--- src/rtl/ctrl_pkg.sv ---
// rtl/ctrl_pkg.sv - opcodes, flag indices, redirect states and tag age compare for ctrl_resolve_unit
package ctrl_pkg;

  localparam int OPC_W     = 4;
  localparam int FLAG_W    = 8;
  localparam int TAG_MAX_W = 32;

  localparam logic [OPC_W-1:0] OP_JUMP = 4'd0;
  localparam logic [OPC_W-1:0] OP_JAL  = 4'd1;
  localparam logic [OPC_W-1:0] OP_JR   = 4'd2;
  localparam logic [OPC_W-1:0] OP_JALR = 4'd3;
  localparam logic [OPC_W-1:0] OP_BEQ  = 4'd4;
  localparam logic [OPC_W-1:0] OP_BNE  = 4'd5;
  localparam logic [OPC_W-1:0] OP_BLEZ = 4'd6;
  localparam logic [OPC_W-1:0] OP_BGTZ = 4'd7;
  localparam logic [OPC_W-1:0] OP_BLTZ = 4'd8;
  localparam logic [OPC_W-1:0] OP_BGEZ = 4'd9;
  localparam logic [OPC_W-1:0] OP_BC1F = 4'd10;
  localparam logic [OPC_W-1:0] OP_BC1T = 4'd11;

  localparam int FLAG_EXEC = 7;
  localparam int FLAG_EXCP = 6;
  localparam int FLAG_COND = 5;
  localparam int FLAG_LINK = 4;
  localparam int FLAG_CTRL = 2;
  localparam int FLAG_MISP = 0;

  typedef enum logic {RD_IDLE, RD_HOLD} rd_state_e;

  // Callers pass tags left-aligned in TAG_MAX_W bits so the wrap-around MSB lands on the top bit.
  function automatic logic tag_older(input logic [TAG_MAX_W-1:0] a, input logic [TAG_MAX_W-1:0] b);
    logic [TAG_MAX_W-1:0] diff;
    diff = a - b;
    return diff[TAG_MAX_W-1];
  endfunction

endpackage

--- src/rtl/ctrl_resolve_comb.sv ---
// rtl/ctrl_resolve_comb.sv - combinational jump/branch evaluation: direction, next PC, link value, flags
module ctrl_resolve_comb import ctrl_pkg::*; #(
  parameter int DATA_W   = 32,
  parameter int PC_W     = 32,
  parameter int IMM_W    = 16,
  parameter int TARGET_W = 26
) (
  input  logic [OPC_W-1:0]  opcode_i,
  input  logic [DATA_W-1:0] data1_i,
  input  logic [DATA_W-1:0] data2_i,
  input  logic [IMM_W-1:0]  immd_i,
  input  logic [PC_W-1:0]   pc_i,
  input  logic [PC_W-1:0]   predicted_target_i,
  input  logic              predicted_dir_i,
  output logic [PC_W-1:0]   result_o,
  output logic [PC_W-1:0]   next_pc_o,
  output logic              direction_o,
  output logic [FLAG_W-1:0] flags_o,
  output logic              mispredict_o
);

  localparam logic [PC_W-1:0] PC_STEP = PC_W'(8);

  logic [PC_W-1:0] fall_pc;
  logic [PC_W-1:0] offset;
  logic [PC_W-1:0] taken_pc;
  logic [PC_W-1:0] jump_pc;
  logic            a_neg;
  logic            a_zero;
  logic            is_branch;
  logic            taken;

  assign fall_pc  = pc_i + PC_STEP;
  assign offset   = {{(PC_W-IMM_W){immd_i[IMM_W-1]}}, immd_i} << 2;
  assign taken_pc = fall_pc + offset;
  assign jump_pc  = {pc_i[PC_W-1:TARGET_W+2], predicted_target_i[TARGET_W-1:0], 2'b00};
  assign a_neg    = data1_i[DATA_W-1];
  assign a_zero   = (data1_i == '0);

  always_comb begin
    result_o     = '0;
    next_pc_o    = fall_pc;
    direction_o  = 1'b0;
    flags_o      = '0;
    mispredict_o = 1'b0;
    is_branch    = 1'b0;
    taken        = 1'b0;
    flags_o[FLAG_EXEC] = 1'b1;

    case (opcode_i)
      OP_JUMP, OP_JAL: begin
        next_pc_o   = jump_pc;
        direction_o = 1'b1;
        flags_o[FLAG_CTRL] = 1'b1;
      end
      OP_JR, OP_JALR: begin
        next_pc_o    = data1_i;
        direction_o  = 1'b1;
        mispredict_o = (data1_i != predicted_target_i);
        flags_o[FLAG_CTRL] = 1'b1;
      end
      OP_BEQ:  begin is_branch = 1'b1; taken = (data1_i == data2_i); end
      OP_BNE:  begin is_branch = 1'b1; taken = (data1_i != data2_i); end
      OP_BLEZ: begin is_branch = 1'b1; taken = a_neg | a_zero;       end
      OP_BGTZ: begin is_branch = 1'b1; taken = !a_neg && !a_zero;    end
      OP_BLTZ: begin is_branch = 1'b1; taken = a_neg;                end
      OP_BGEZ: begin is_branch = 1'b1; taken = !a_neg;               end
      default: flags_o[FLAG_EXCP] = 1'b1;
    endcase

    if (opcode_i == OP_JAL || opcode_i == OP_JALR) begin
      result_o = fall_pc;
      flags_o[FLAG_LINK] = 1'b1;
    end

    if (is_branch) begin
      direction_o  = taken;
      next_pc_o    = taken ? taken_pc : fall_pc;
      mispredict_o = (taken != predicted_dir_i) || (taken && (taken_pc != predicted_target_i));
      flags_o[FLAG_COND] = 1'b1;
      flags_o[FLAG_CTRL] = 1'b1;
    end

    flags_o[FLAG_MISP] = mispredict_o;
  end

endmodule

--- src/rtl/ctrl_resolve_unit.sv ---
// rtl/ctrl_resolve_unit.sv - registered control-transfer resolution with held front-end redirect
// Optional CTRL_RESOLVE_STATS_EN adds saturating branch/mispredict counters.
module ctrl_resolve_unit import ctrl_pkg::*; #(
  parameter int DATA_W   = 32,
  parameter int PC_W     = 32,
  parameter int IMM_W    = 16,
  parameter int TARGET_W = 26,
  parameter int TAG_W    = 6
) (
  input  logic              clk,
  input  logic              reset_n,
  input  logic              in_valid_i,
  output logic              in_ready_o,
  input  logic [OPC_W-1:0]  opcode_i,
  input  logic [DATA_W-1:0] data1_i,
  input  logic [DATA_W-1:0] data2_i,
  input  logic [IMM_W-1:0]  immd_i,
  input  logic [PC_W-1:0]   pc_i,
  input  logic [PC_W-1:0]   predictedTarget_i,
  input  logic              predictedDir_i,
  input  logic [TAG_W-1:0]  tag_i,
  output logic              out_valid_o,
  input  logic              out_ready_i,
  output logic [PC_W-1:0]   result_o,
  output logic [PC_W-1:0]   nextPC_o,
  output logic              direction_o,
  output logic [FLAG_W-1:0] flags_o,
  output logic [TAG_W-1:0]  tag_o,
  output logic              redirect_valid_o,
  output logic [PC_W-1:0]   redirect_pc_o,
  output logic [TAG_W-1:0]  redirect_tag_o,
`ifdef CTRL_RESOLVE_STATS_EN
  output logic [31:0]       stat_branches_o,
  output logic [31:0]       stat_mispredicts_o,
`endif
  input  logic              redirect_ack_i
);

  logic [PC_W-1:0]   c_result;
  logic [PC_W-1:0]   c_next_pc;
  logic              c_dir;
  logic [FLAG_W-1:0] c_flags;
  logic              c_misp;

  ctrl_resolve_comb #(
    .DATA_W   (DATA_W),
    .PC_W     (PC_W),
    .IMM_W    (IMM_W),
    .TARGET_W (TARGET_W)
  ) u_comb (
    .opcode_i           (opcode_i),
    .data1_i            (data1_i),
    .data2_i            (data2_i),
    .immd_i             (immd_i),
    .pc_i               (pc_i),
    .predicted_target_i (predictedTarget_i),
    .predicted_dir_i    (predictedDir_i),
    .result_o           (c_result),
    .next_pc_o          (c_next_pc),
    .direction_o        (c_dir),
    .flags_o            (c_flags),
    .mispredict_o       (c_misp)
  );

  logic              out_valid_q, out_valid_d;
  logic [PC_W-1:0]   result_q, result_d;
  logic [PC_W-1:0]   next_pc_q, next_pc_d;
  logic              dir_q, dir_d;
  logic [FLAG_W-1:0] flags_q, flags_d;
  logic [TAG_W-1:0]  tag_q, tag_d;
  rd_state_e         rd_state_q, rd_state_d;
  logic [PC_W-1:0]   rd_pc_q, rd_pc_d;
  logic [TAG_W-1:0]  rd_tag_q, rd_tag_d;

  logic accept;
  logic new_misp;
  logic new_older;

  assign in_ready_o = !out_valid_q || out_ready_i;
  assign accept     = in_valid_i && in_ready_o;
  assign new_misp   = accept && c_misp;
  assign new_older  = tag_older({tag_i,    {(TAG_MAX_W-TAG_W){1'b0}}},
                                {rd_tag_q, {(TAG_MAX_W-TAG_W){1'b0}}});

  always_comb begin
    out_valid_d = out_valid_q;
    result_d    = result_q;
    next_pc_d   = next_pc_q;
    dir_d       = dir_q;
    flags_d     = flags_q;
    tag_d       = tag_q;
    if (accept) begin
      out_valid_d = 1'b1;
      result_d    = c_result;
      next_pc_d   = c_next_pc;
      dir_d       = c_dir;
      flags_d     = c_flags;
      tag_d       = tag_i;
    end else if (out_ready_i) begin
      out_valid_d = 1'b0;
    end
  end

  // An older mispredict always takes over; a younger one only gets in once fetch has acked.
  always_comb begin
    rd_state_d = rd_state_q;
    rd_pc_d    = rd_pc_q;
    rd_tag_d   = rd_tag_q;
    case (rd_state_q)
      RD_IDLE: begin
        if (new_misp) begin
          rd_state_d = RD_HOLD;
          rd_pc_d    = c_next_pc;
          rd_tag_d   = tag_i;
        end
      end
      RD_HOLD: begin
        if (new_misp && (new_older || redirect_ack_i)) begin
          rd_pc_d  = c_next_pc;
          rd_tag_d = tag_i;
        end else if (redirect_ack_i) begin
          rd_state_d = RD_IDLE;
        end
      end
      default: rd_state_d = RD_IDLE;
    endcase
  end

  always_ff @(posedge clk or negedge reset_n) begin
    if (!reset_n) begin
      out_valid_q <= 1'b0;
      result_q    <= '0;
      next_pc_q   <= '0;
      dir_q       <= 1'b0;
      flags_q     <= '0;
      tag_q       <= '0;
      rd_state_q  <= RD_IDLE;
      rd_pc_q     <= '0;
      rd_tag_q    <= '0;
    end else begin
      out_valid_q <= out_valid_d;
      result_q    <= result_d;
      next_pc_q   <= next_pc_d;
      dir_q       <= dir_d;
      flags_q     <= flags_d;
      tag_q       <= tag_d;
      rd_state_q  <= rd_state_d;
      rd_pc_q     <= rd_pc_d;
      rd_tag_q    <= rd_tag_d;
    end
  end

  assign out_valid_o      = out_valid_q;
  assign result_o         = result_q;
  assign nextPC_o         = next_pc_q;
  assign direction_o      = dir_q;
  assign flags_o          = flags_q;
  assign tag_o            = tag_q;
  assign redirect_valid_o = (rd_state_q == RD_HOLD);
  assign redirect_pc_o    = rd_pc_q;
  assign redirect_tag_o   = rd_tag_q;

`ifdef CTRL_RESOLVE_STATS_EN
  logic [31:0] stat_br_q, stat_br_d;
  logic [31:0] stat_mp_q, stat_mp_d;

  always_comb begin
    stat_br_d = stat_br_q;
    stat_mp_d = stat_mp_q;
    if (accept && c_flags[FLAG_CTRL] && (stat_br_q != '1)) stat_br_d = stat_br_q + 32'd1;
    if (accept && c_flags[FLAG_MISP] && (stat_mp_q != '1)) stat_mp_d = stat_mp_q + 32'd1;
  end

  always_ff @(posedge clk or negedge reset_n) begin
    if (!reset_n) begin
      stat_br_q <= '0;
      stat_mp_q <= '0;
    end else begin
      stat_br_q <= stat_br_d;
      stat_mp_q <= stat_mp_d;
    end
  end

  assign stat_branches_o    = stat_br_q;
  assign stat_mispredicts_o = stat_mp_q;
`endif

endmodule

--- config.mk ---
export PLATFORM = sky130hd
export DESIGN_NAME = ctrl_resolve_unit
export DESIGN_NICKNAME = d
export VERILOG_FILES = /design/src/rtl/ctrl_pkg.sv /design/src/rtl/ctrl_resolve_comb.sv /design/src/rtl/ctrl_resolve_unit.sv
export SDC_FILE = /design/constraint.sdc
export NUM_CORES = 1
export LEC_CHECK = 0
export CORE_MARGIN = 10
export CORE_UTILIZATION = 46
export CTS_CLUSTER_SIZE = 8
export DETAILED_ROUTE_END_ITERATION = 8
export PLACE_DENSITY = 0.79
export SKIP_CTS_REPAIR_TIMING = 1
export SLEW_MARGIN = 10
export SYNTH_ARGS = -nofsm -noshare
export SYNTH_HDL_FRONTEND = slang
export SYNTH_HIERARCHICAL = 1
export SYNTH_SLANG_ARGS = --single-unit
--- constraint.sdc ---
create_clock -name clk -period 2.1 [get_ports clk]
set_input_delay 0.42 -clock clk [delete_from_list [all_inputs] [get_ports clk]]
set_output_delay 0.42 -clock clk [all_outputs]
set_load 0.05 [all_outputs]
======== Yosys cells after proc, flatten, opt, wreduce, memory -nomap -nowiden ========
Index checks and enable logic that the tools add are counted.
word-level totals
  bits in registers ....................... 117
  input bits .............................. 160
  output and inout port bits .............. 120
  logic and storage cells ................. 77
cells by class
  add/subtract/negate cells ............... 3
  equal/unequal tests ..................... 16
  muxes and demuxes ....................... 26
  bitwise logic cells ..................... 2
  reduce and logical (&&, ||, !) cells .... 21
operator list
  operator                                                                number
  32-bit two-way mux                                                      5
  32-bit one-hot mux with 2 select lines                                  2
  32-bit != test                                                          3
  32-bit adder                                                            1
  32-bit by 4-bit adder with 32-bit output (second input constant)        1
  32-bit equality test                                                    1
  32-bit logical NOT                                                      1
  32-bit subtractor                                                       1
  4-bit by 3-bit equality test with 1-bit output (second input constant)  4
  1-bit two-way mux                                                       14
  6-bit two-way mux                                                       2
  6-bit one-hot mux with 2 select lines                                   1
  10-bit OR reduction                                                     1
  4-bit by 2-bit equality test with 1-bit output (second input constant)  2
  4-bit equality test (second input constant)                             2
  1-bit one-hot mux with 6 select lines                                   1
  6-bit OR reduction                                                      1
  1-bit logical AND                                                       5
  4-bit by 1-bit equality test with 1-bit output (second input constant)  1
  4-bit logical NOT                                                       1
  1-bit logical OR                                                        4
  2-bit OR reduction                                                      2
  4-bit OR reduction                                                      1
  1-bit logical NOT                                                       3
  8 further kinds                                                         8

======== Longest topological paths before layout ========
Gate-level depths: netlist of run 1.
  word-level depth ........................ 11
  depth in mapped cells ................... 24
  depth with buffers taken out ............ 21

======== Hierarchy ========
The synthesis of run 1 kept the hierarchy.
modules (own cells, without submodules)
  module             instances  cells an instance  area an instance (um^2)  seq. area each (um^2)
  ctrl_resolve_comb  1          739                5114.9                   0.0
  ctrl_resolve_unit  1          275                4638.2                   2977.9

======== Worst setup path after synthesis of run 1 ========
No wires, ideal clock.
  path type ............................... input-to-reg
  from .................................... input port pc_i[3]
  to ...................................... register rd_pc_q[11] (netlist: redirect_pc_o[11])
  library setup time ...................... 0.125 ns
  arrival ................................. 4.574 ns
  data required time ...................... 1.975 ns
  path slack .............................. -2.600 ns
  stages .................................. 22
  buffers on the path ..................... 3
  path through ............................ ha_1 and4_4 nand4_4 nor2_1 xor2_1 ha_1 clkbuf_1 a211oi_1 nand2_1 o211ai_1 o31ai_1 a221oi_1 nand2b_1 a31oi_1 o21ai_0 nor4_1 a41oi_1 nand3_1 nor3b_2 buf_6 buf_8 mux2_4
between the ends
  cells in the longest elaborated chain, start to end .. 10
  elaborated cells between the ends (all ways) .. 17
  classes of those cells .................. 2 x add/sub; 3 x eq/ne; 7 x mux; 5 x reduce/logical
ends and longest elaborated chain
  item                                                line                      source
  start, declared                                     ctrl_resolve_unit.sv:18   input logic [PC_W-1:0] pc_i,
  32-bit by 4-bit adder with 32-bit output *          ctrl_resolve_comb.sv:33   assign fall_pc = pc_i + PC_STEP;
  32-bit adder *                                      ctrl_resolve_comb.sv:35   assign taken_pc = fall_pc + offset;
  32-bit != test *                                    ctrl_resolve_comb.sv:79   mispredict_o = (taken != predicted_dir_i) || (taken && (taken_pc != predicted_target_i));
  1-bit logical AND *                                 ctrl_resolve_comb.sv:79
  1-bit logical OR *                                  ctrl_resolve_comb.sv:79
  1-bit two-way mux *                                 ctrl_resolve_comb.sv:76   if (is_branch) begin
  net c_misp                                          ctrl_resolve_unit.sv:43   logic c_misp;
  1-bit logical AND *                                 ctrl_resolve_unit.sv:81   assign new_misp = accept && c_misp;
  1-bit logical AND                                   ctrl_resolve_unit.sv:118  if (new_misp && (new_older || redirect_ack_i)) begin
  2-bit by 1-bit != test with 1-bit output (no line)  n/a
  2-bit AND reduction (no line) *                     n/a
  end signal, assigned                                ctrl_resolve_unit.sv:148  rd_pc_q <= rd_pc_d;
  end, declared                                       ctrl_resolve_unit.sv:72   logic [PC_W-1:0] rd_pc_q, rd_pc_d;
The timed path passes the listed nets; every way through them passes the cells marked *. The select of a mux whose other input is x is not followed.
A chain may end at the register's enable or synchronous reset.

======== Worst setup path in the final report of run 1 ========
  from .................................... input port pc_i[3]
  to ...................................... register rd_pc_q[19] (netlist: redirect_pc_o[19])
The elaborated chain is that of the path after synthesis.

==> summary.md, run 1 <==
| Metric | Value |
|---|---|
| Sink Count | `119` |
| Post-synth ARST share | `1.00` |
| Critical Path AT | `4.99 ns` |
| Initial antenna violation count | `2` |
| Worst hold slack | `0.491 ns` |
| Full die area | `27400 sq um` |
| Worst Max-Slew Pin Slew | `0.582 ns` |
| Initial DRC Count | `1962` |
| Number of detailed-route iterations in the first pass | `8` |
| DP Worst Slack | `-3.58 ns` |
| Area growth syn-to-layout | `84.6%` |
| Syn. warnings | `6` |
| Hold Vio Cnt, Final | `0` |
| Post-Synthesis Cells | `1014` |
| Design Area, Final | `18000 sq um` |
| Number of placement rows | `53` |
| Mean Syn Cell Area | `9.62 sq um` |
| Pin count of the biggest net entering global routing | `40` |
| Port Buffers | `279` |
| Worst-Skew Late Latency | `0.44 ns` |
| Failing checks | `negative setup slack` |
| CP Class | `input port to register` |
| Ys flop type | `dfrtp_1` |
| Worst Setup Start Kind | `input port` |
| Vias | `12401` |
| Unrepaired setup endpoints after global routing | `true` |
| Worst endpoint required time | `2.42 ns` |
| Chip height | `166 um` |
| Initial Util | `0.465` |
| Cell area after placement | `15400 sq um` |
| Fmax achieved | `214 MHz` |
| Grt total ovfl | `0` |
| TNS Setup | `-133.42 ns` |
| Core area | `21000 sq um` |
| Layout cells sized above 1 | `0.459` |
| Clock slew seen by the registers of the worst setup and hold paths | `0.07 ns` |
| Commonest non-fill, non-tap cell in the layout | `buf_4` |
| Critical path peak fanout | `8` |
| #FFs+latches synth | `119` |
| Hpwl dp | `37800 um` |
| Remaining antenna violation count after routing | `0` |
| Total GRT Usage | `0.328` |
| Mapped Area | `9750 sq um` |
| Routed length per instance | `29.9 um` |
| Pwr Density | `780 nW/um^2` |
| Clock Skews | `0.0160 ns` |
| Min cycle time layout | `4.68 ns` |
| Min-Delay Path Class | `input port to asynchronous set/reset pin` |
| CTS Buffer Depth | `2` |
| Die Width | `166 um` |
| Final net count | `1826` |
| Number of synthesized flops with an enable pin | `0` |
| DRC | `0` |
| Worst rel slew slack | `0.606` |
| Final period util | `2.23` |
| Pleak | `0.00846 uW` |
| Root Buffer | `clkbuf_16` |
| VDD IR max | `817 uV` |
| Placer congestion estimate | `0.975` |
| Unique masters post-synth | `80` |
| Seq/Total Area, Yosys | `0.305` |
| Crit end category | `register` |
| H-tree depth | `4` |
| Cts bufs inserted | `17` |
| Number of max-cap violations | `0` |
| Final Setup Violations | `94` |
| Total wire length | `57200 um` |
| Vias in the first global route | `11569` |
| Global-route wire length before repair | `71000 um` |
| Worst setup margin | `-2.58 ns` |
| I/O pin count | `280` |
| Most frequent cells in the layout | `347 x buf_4, 174 x clkdlybuf4s50_1, 119 x dfrtp_1` |
| CTS tree | `yes` |
| Status | `complete, but fails checks` |
| Pins Over Slew Limit | `0` |
| Vias per inst | `6.48` |
[path summary, 6_finish.rpt]
kind                       cells past startpoint              start                 to  slack [ns]
setup / recovery                              23            pc_i[3]  redirect_pc_o[19]       -2.58
setup reg to reg                               9  redirect_tag_o[2]  redirect_pc_o[19]       -0.36
hold / removal                                 2            reset_n           tag_o[5]        0.49
hold reg to reg                                1  redirect_pc_o[10]  redirect_pc_o[10]        0.51
min in group clk                               1  redirect_pc_o[10]  redirect_pc_o[10]        0.51
max in group asynchronous                      3            reset_n   redirect_pc_o[9]        0.95
[Yosys cell counts, types with 12 or more instances]
cell / instances / share of area
inv_1: 30 / 0.012
xor2_1: 51 / 0.046
o21ai_0: 34 / 0.017
buf_2: 14 / 0.0072
mux2_2: 97 / 0.11
nor4_1: 22 / 0.014
a21oi_1: 46 / 0.024
dfrtp_1: 119 / 0.31
nor2_1: 56 / 0.022
a21o_1: 12 / 0.0092
and2_1: 17 / 0.011
ha_1: 40 / 0.051
nand2_1: 59 / 0.023
a222oi_1: 14 / 0.014
nand4_1: 32 / 0.021
nor3_1: 12 / 0.0062
mux2_4: 20 / 0.031
nand3_1: 29 / 0.015
clkbuf_1: 29 / 0.011
xnor2_1: 92 / 0.083
a22oi_1: 12 / 0.0092
[metal layers]
| layer | share of wire | GRT usage |
|---|---|---|
| met3 | 0.11 | 0.0883 |
| met5 | 0.00023 | 0 |
| met1 | 0.35 | 0.391 |
| met4 | 0.090 | 0.156 |
| met2 | 0.45 | 0.539 |
[logic make-up after synthesis]
| family | count (synthesis) | synth area share |
|---|---|---|
| AO/OA/AOI/OAI | 201 | 0.143 |
| other | 2 | 0.000770 |
| multiplexers | 128 | 0.154 |
| adder cells (fa/ha/maj) | 41 | 0.0534 |
| buffers and inverters | 87 | 0.0427 |
| XOR/XNOR | 149 | 0.143 |
| AND/OR/NAND/NOR | 287 | 0.157 |
| flip-flops | 119 | 0.305 |
[state kept, by name, indices dropped and copies added (netlist names)]
register and count:
direction_o 1, flags_o 8, nextPC_o 32, out_valid_o 1
redirect_pc_o 32, redirect_tag_o 6, redirect_valid_o 1, result_o 32
tag_o 6
[critical path, stage by stage]
cell	delay (ns)
buf_8	0.09
nand2_2	0.06
nor2_4	0.17
buf_12	0.13
and3_4	0.18
and2_4	0.16
nand3b_1	0.14
xor2_1	0.28
inv_1	0.13
ha_4	0.34
buf_6	0.15
nand4_1	0.15
or3_1	0.39
o221a_4	0.28
xnor3_2	0.23
nand4b_1	0.16
nor4_4	0.07
a41oi_2	0.28
nand3_2	0.15
nor3b_4	0.34
buf_6	0.19
clkbuf_16	0.18
mux2_4	0.31
[power breakdown]
part	switching, uW	total [uW]	internal [uW]
clock	1410	3220	1800
combinational	4410	7660	3250
sequential	372	3160	2790
total	6190	14000	7840
[per-stage QoR]
step / std cells / utilization / power [uW]
6_report: 1914 / 0.859 / 14000
5_1_grt: 1914 / 0.859 / 14300
4_1_cts: 1863 / 0.765 / 13000
3_5_place_dp: 1831 / 0.736 / 9780
3_3_place_gp: 1831 / 0.736 / 9660
2_1_floorplan: 1015 / - / 6850
[area by class of cell]
cell class | instances | area, sq um
well taps | 275 | 344
clock inverters | 15 | 180
diodes | 1 | 2.50
repair buffers | 648 | 6020
clock buffers | 17 | 425
inverters | 30 | 113
flip-flops and latches | 119 | 2980
multi-input cells | 809 | 7940
fillers | 1034 | 2950
(Power assumes the default switching activity.)
==> run 2, diff against run 1 <==
Settings changed: CTS_CLUSTER_DIAMETER set to 60.
==> results of run 2 <==
The final DEF is identical to that of run 1; final timing and power are the same.
==> run 3, diff against run 2 <==
Settings changed: CELL_PAD_IN_SITES_DETAIL_PLACEMENT set to 1, CELL_PAD_IN_SITES_GLOBAL_PLACEMENT set to 1, CORE_UTILIZATION 46 to 37, PLACE_DENSITY 0.79 to 0.83.
==> summary.md, run 3 <==
| Metric | Value |
|---|---|
| H-tree depth | `4 (unchanged)` |
| Stop stage | `5_1_grt` |
| Cts bufs inserted | `17 (unchanged)` |
| Chip height | `182 um (+10%)` |
| Total GRT Usage | `0.645` |
| Top-area cell type share of the netlist area | `0.305 (unchanged)` |
| Pin count of the biggest net entering global routing | `44` |
| Root Buffer | `clkbuf_16` |
| GRT repair_timing worst endpoint | `redirect_pc_o[16]$_DFFE_PN0P_/D` |
| Cell area after placement | `15600 sq um (+1.4%)` |
| Initial antenna violation count | `16` |
| Unique masters post-synth | `80 (unchanged)` |
| #FFs+latches synth | `119 (unchanged)` |
| Worst ep type | `sequential cell input` |
| Synth top cells by count | `119 x dfrtp_1, 97 x mux2_2, 92 x xnor2_1, 59 x nand2_1, 56 x nor2_1` |
| Grt total ovfl | `9` |
| Post-synth ARST share | `1.00 (unchanged)` |
| Initial Util | `0.375 (-0.0901)` |
| Hpwl dp | `45100 um (+20%)` |
| Top cells by area, synth | `dfrtp_1 31%, mux2_2 11%, xnor2_1 8.3%` |
| Port Buffers | `279 (unchanged)` |
| CTS Buffer Depth | `2 (unchanged)` |
| Number of synthesized flops with an enable pin | `0 (unchanged)` |
| Cell taking the most area after synthesis | `dfrtp_1` |
| Number of placement rows | `59 (+11%)` |
| Syn. warnings | `6 (unchanged)` |
| Mean Syn Cell Area | `9.62 sq um (unchanged)` |
| Die Width | `182 um (+10%)` |
| Most numerous cell in the Yosys netlist | `dfrtp_1` |
| Stop err | `[ERROR GRT-0232] Routing congestion too high. Check the congestion heatmap in the GUI.` |
| Sink Count | `119 (unchanged)` |
| Seq/Total Area, Yosys | `0.305 (unchanged)` |
| I/O pin count | `280 (unchanged)` |
| Placer congestion estimate | `0.961 (-1.4%)` |
| Mapped Area | `9750 sq um (unchanged)` |
| Post-Synthesis Cells | `1014 (unchanged)` |
| Status | `aborted with a tool error` |
| Ys flop type | `dfrtp_1` |
run 3: cell counts after synthesis:
Identical to the previous run, type by type.
run 3: metal layers:
layer	GRT usage	GRT overflow
met4	0.676	3
met5	0.219	0
met3	0.485	0
met1	0.610	1
met2	0.832	5
run 3: metrics by stage:
step	setup slack (ns)	utilization	cells
after floorplan	-2.19	-	1015
after global placement	-3.63	0.602	1906
after detailed placement	-3.77	0.602	1906
after CTS	-3.48	0.625	1938
run 3: logic make-up after synthesis:
kind of cell | after synthesis | synth area share
simple gates | 287 | 0.157
compound gates | 201 | 0.143
xor+xnor | 149 | 0.143
mux | 128 | 0.154
flops | 119 | 0.305
buf+inv | 87 | 0.0427
fa+ha+maj | 41 | 0.0534
other cells | 2 | 0.000770
==> run 4, diff against run 3 <==
Settings changed: CELL_PAD_IN_SITES_DETAIL_PLACEMENT 1 to unset, CELL_PAD_IN_SITES_GLOBAL_PLACEMENT 1 to unset, CORE_UTILIZATION 37 to 25, CTS_CLUSTER_DIAMETER 60 to unset, CTS_CLUSTER_SIZE 8 to unset, PLACE_DENSITY 0.83 to unset, PLACE_DENSITY_LB_ADDON set to 0.15.
==> summary.md, run 4 (synthesized netlist as in run 1, its figures left out) <==
| Metric | Value |
|---|---|
| Pwr Density | `736 nW/um^2` |
| Layout cells sized above 1 | `0.521` |
| Status | `complete, but fails checks` |
| Remaining antenna violation count after routing | `0` |
| Chip height | `218 um (+19%)` |
| Most frequent cells in the layout | `419 x buf_4, 143 x clkdlybuf4s50_1, 119 x dfrtp_1` |
| Number of detailed-route iterations in the first pass | `6` |
| Area growth syn-to-layout | `94.0%` |
| Commonest non-fill, non-tap cell in the layout | `buf_4` |
| Vias | `10913` |
| DP Worst Slack | `-3.91 ns (-0.137 ns)` |
| I/O pin count | `280 (unchanged)` |
| Switching Share | `0.404` |
| Min-Delay Path Class | `input port to asynchronous set/reset pin` |
| Pins Over Slew Limit | `0` |
| Worst rel slew slack | `0.151` |
| Global-route wire length before repair | `73800 um` |
| Power Internal | `8300 uW` |
| Comb pwr share | `0.542` |
| H-tree depth | `4 (unchanged)` |
| CTS tree | `yes` |
| CTS Buffer Depth | `2 (unchanged)` |
| TNS Setup | `-131.05 ns` |
| Min cycle time layout | `4.67 ns` |
| Number of max-cap violations | `0` |
| Routed length per instance | `24.3 um` |
| Clock slew seen by the registers of the worst setup and hold paths | `0.06 ns` |
| Reg power frac | `0.223` |
| Pleak | `0.00883 uW` |
| Worst hold slack | `-0.0210 ns` |
| Full die area | `47300 sq um` |
| Initial antenna violation count | `6` |
| Sink Count | `119 (unchanged)` |
| Hpwl dp | `43800 um (-2.9%)` |
| CP Class | `input port to register` |
| Total wire length | `53700 um` |
| Worst-Skew Late Latency | `0.43 ns` |
| Vias in the first global route | `11074` |
| VDD IR max | `758 uV` |
| Initial DRC Count | `749` |
| Fmax achieved | `214 MHz` |
| DRC | `0` |
| Final Setup Violations | `73` |
| Unrepaired setup endpoints after global routing | `true` |
| Worst Max-Slew Pin Slew | `1.27 ns` |
| Critical path peak fanout | `6` |
| Number of placement rows | `72 (+22%)` |
| Cts bufs inserted | `17 (unchanged)` |
| Fill cells | `3608` |
| Core area | `38600 sq um` |
| Die Width | `218 um (+19%)` |
| Crit end category | `register` |
| Total GRT Usage | `0.211` |
| Hold Vio Cnt, Final | `13` |
| Port Buffers | `279 (unchanged)` |
| Placer congestion estimate | `0.941 (-2.1%)` |
| Pwr Total | `13900 uW` |
| Critical Path AT | `4.98 ns` |
| Clock power share | `0.235` |
| Failing checks | `negative hold slack, negative setup slack` |
| Final net count | `1880` |
| Root Buffer | `clkbuf_16` |
| Worst setup margin | `-2.57 ns` |
| Grt total ovfl | `0` |
| P_sw | `5640 uW` |
| Final period util | `2.22` |
| Vias per inst | `4.93` |
| Worst endpoint required time | `2.41 ns` |
| Pin count of the biggest net entering global routing | `35` |
| Worst Setup Start Kind | `input port` |
| Clock Skews | `0.00685 ns` |
| Initial Util | `0.252 (-0.123)` |
==> run 4: cell type report <==
type,count,area [sq um],share of cell area
Tap cell,518,648,0.0343
Clock buffer,21,460,0.0243
Timing Repair Buffer,702,6350,0.335
Clock inverter,11,196,0.0104
Inverter,30,113,0.00595
Multi-Input combinational cell,809,8170,0.432
Sequential cell,119,2980,0.157
Antenna cell,3,7.51,0.000397
==> run 4: stage by stage <==
stage,area (sq um),std cells,util
after floorplan,10200,1015,-
after global placement,16000,2126,0.415
after detailed placement,16000,2126,0.415
after CTS,16700,2158,0.432
after global routing,18900,2212,0.490
final,18900,2213,0.490
==> run 4: path summary, 6_finish.rpt <==
path	slack, ns	to	depth (start not counted)	startpoint
max	-2.57	redirect_pc_o[6]	26	pc_i[3]
min	-0.02	nextPC_o[21]	1	reset_n
max reg2reg	-0.32	redirect_pc_o[6]	10	redirect_tag_o[2]
min reg2reg	0.51	flags_o[3]	1	flags_o[3]
max in group asynchronous	1.44	redirect_tag_o[5]	2	reset_n
min in group clk	0.51	flags_o[3]	1	flags_o[3]
==> run 4: power groups by stage <==
stage / clock (uW) / combinational, uW / sequential [uW]
after global placement: 0 / 6780 / 3130
after CTS: 3370 / 6820 / 3100
final: 3280 / 7550 / 3110
after detailed placement: 0 / 6790 / 3130
after global routing: 3430 / 7880 / 3170
after floorplan: 0 / 2000 / 4850
==> run 4: critical path, stage by stage <==
cell and delay, ns:
buf_8 0.08, nand2_1 0.08, nor2_4 0.27, buf_6 0.15
and3_4 0.20, xor2_4 0.21, ha_4 0.20, buf_4 0.13
nand4_1 0.13, nor3_4 0.26, a21oi_4 0.11, buf_6 0.15
o31ai_4 0.27, a221oi_2 0.11, buf_4 0.16, and4b_1 0.29
a31oi_4 0.04, o21ai_2 0.16, nor4_4 0.07, a41oi_2 0.31
nand3_2 0.15, nor3b_4 0.26, buf_12 0.16, buf_12 0.12
clkbuf_16 0.14, mux2_2 0.32
==> run 4: layer usage <==
layer,vias up,wire length (um),track usage
li1,5056,-,-
met2,369,25400,0.344
met4,4,1610,0.0746
met1,5412,23200,0.267
met5,-,23,0
met3,72,3420,0.0492
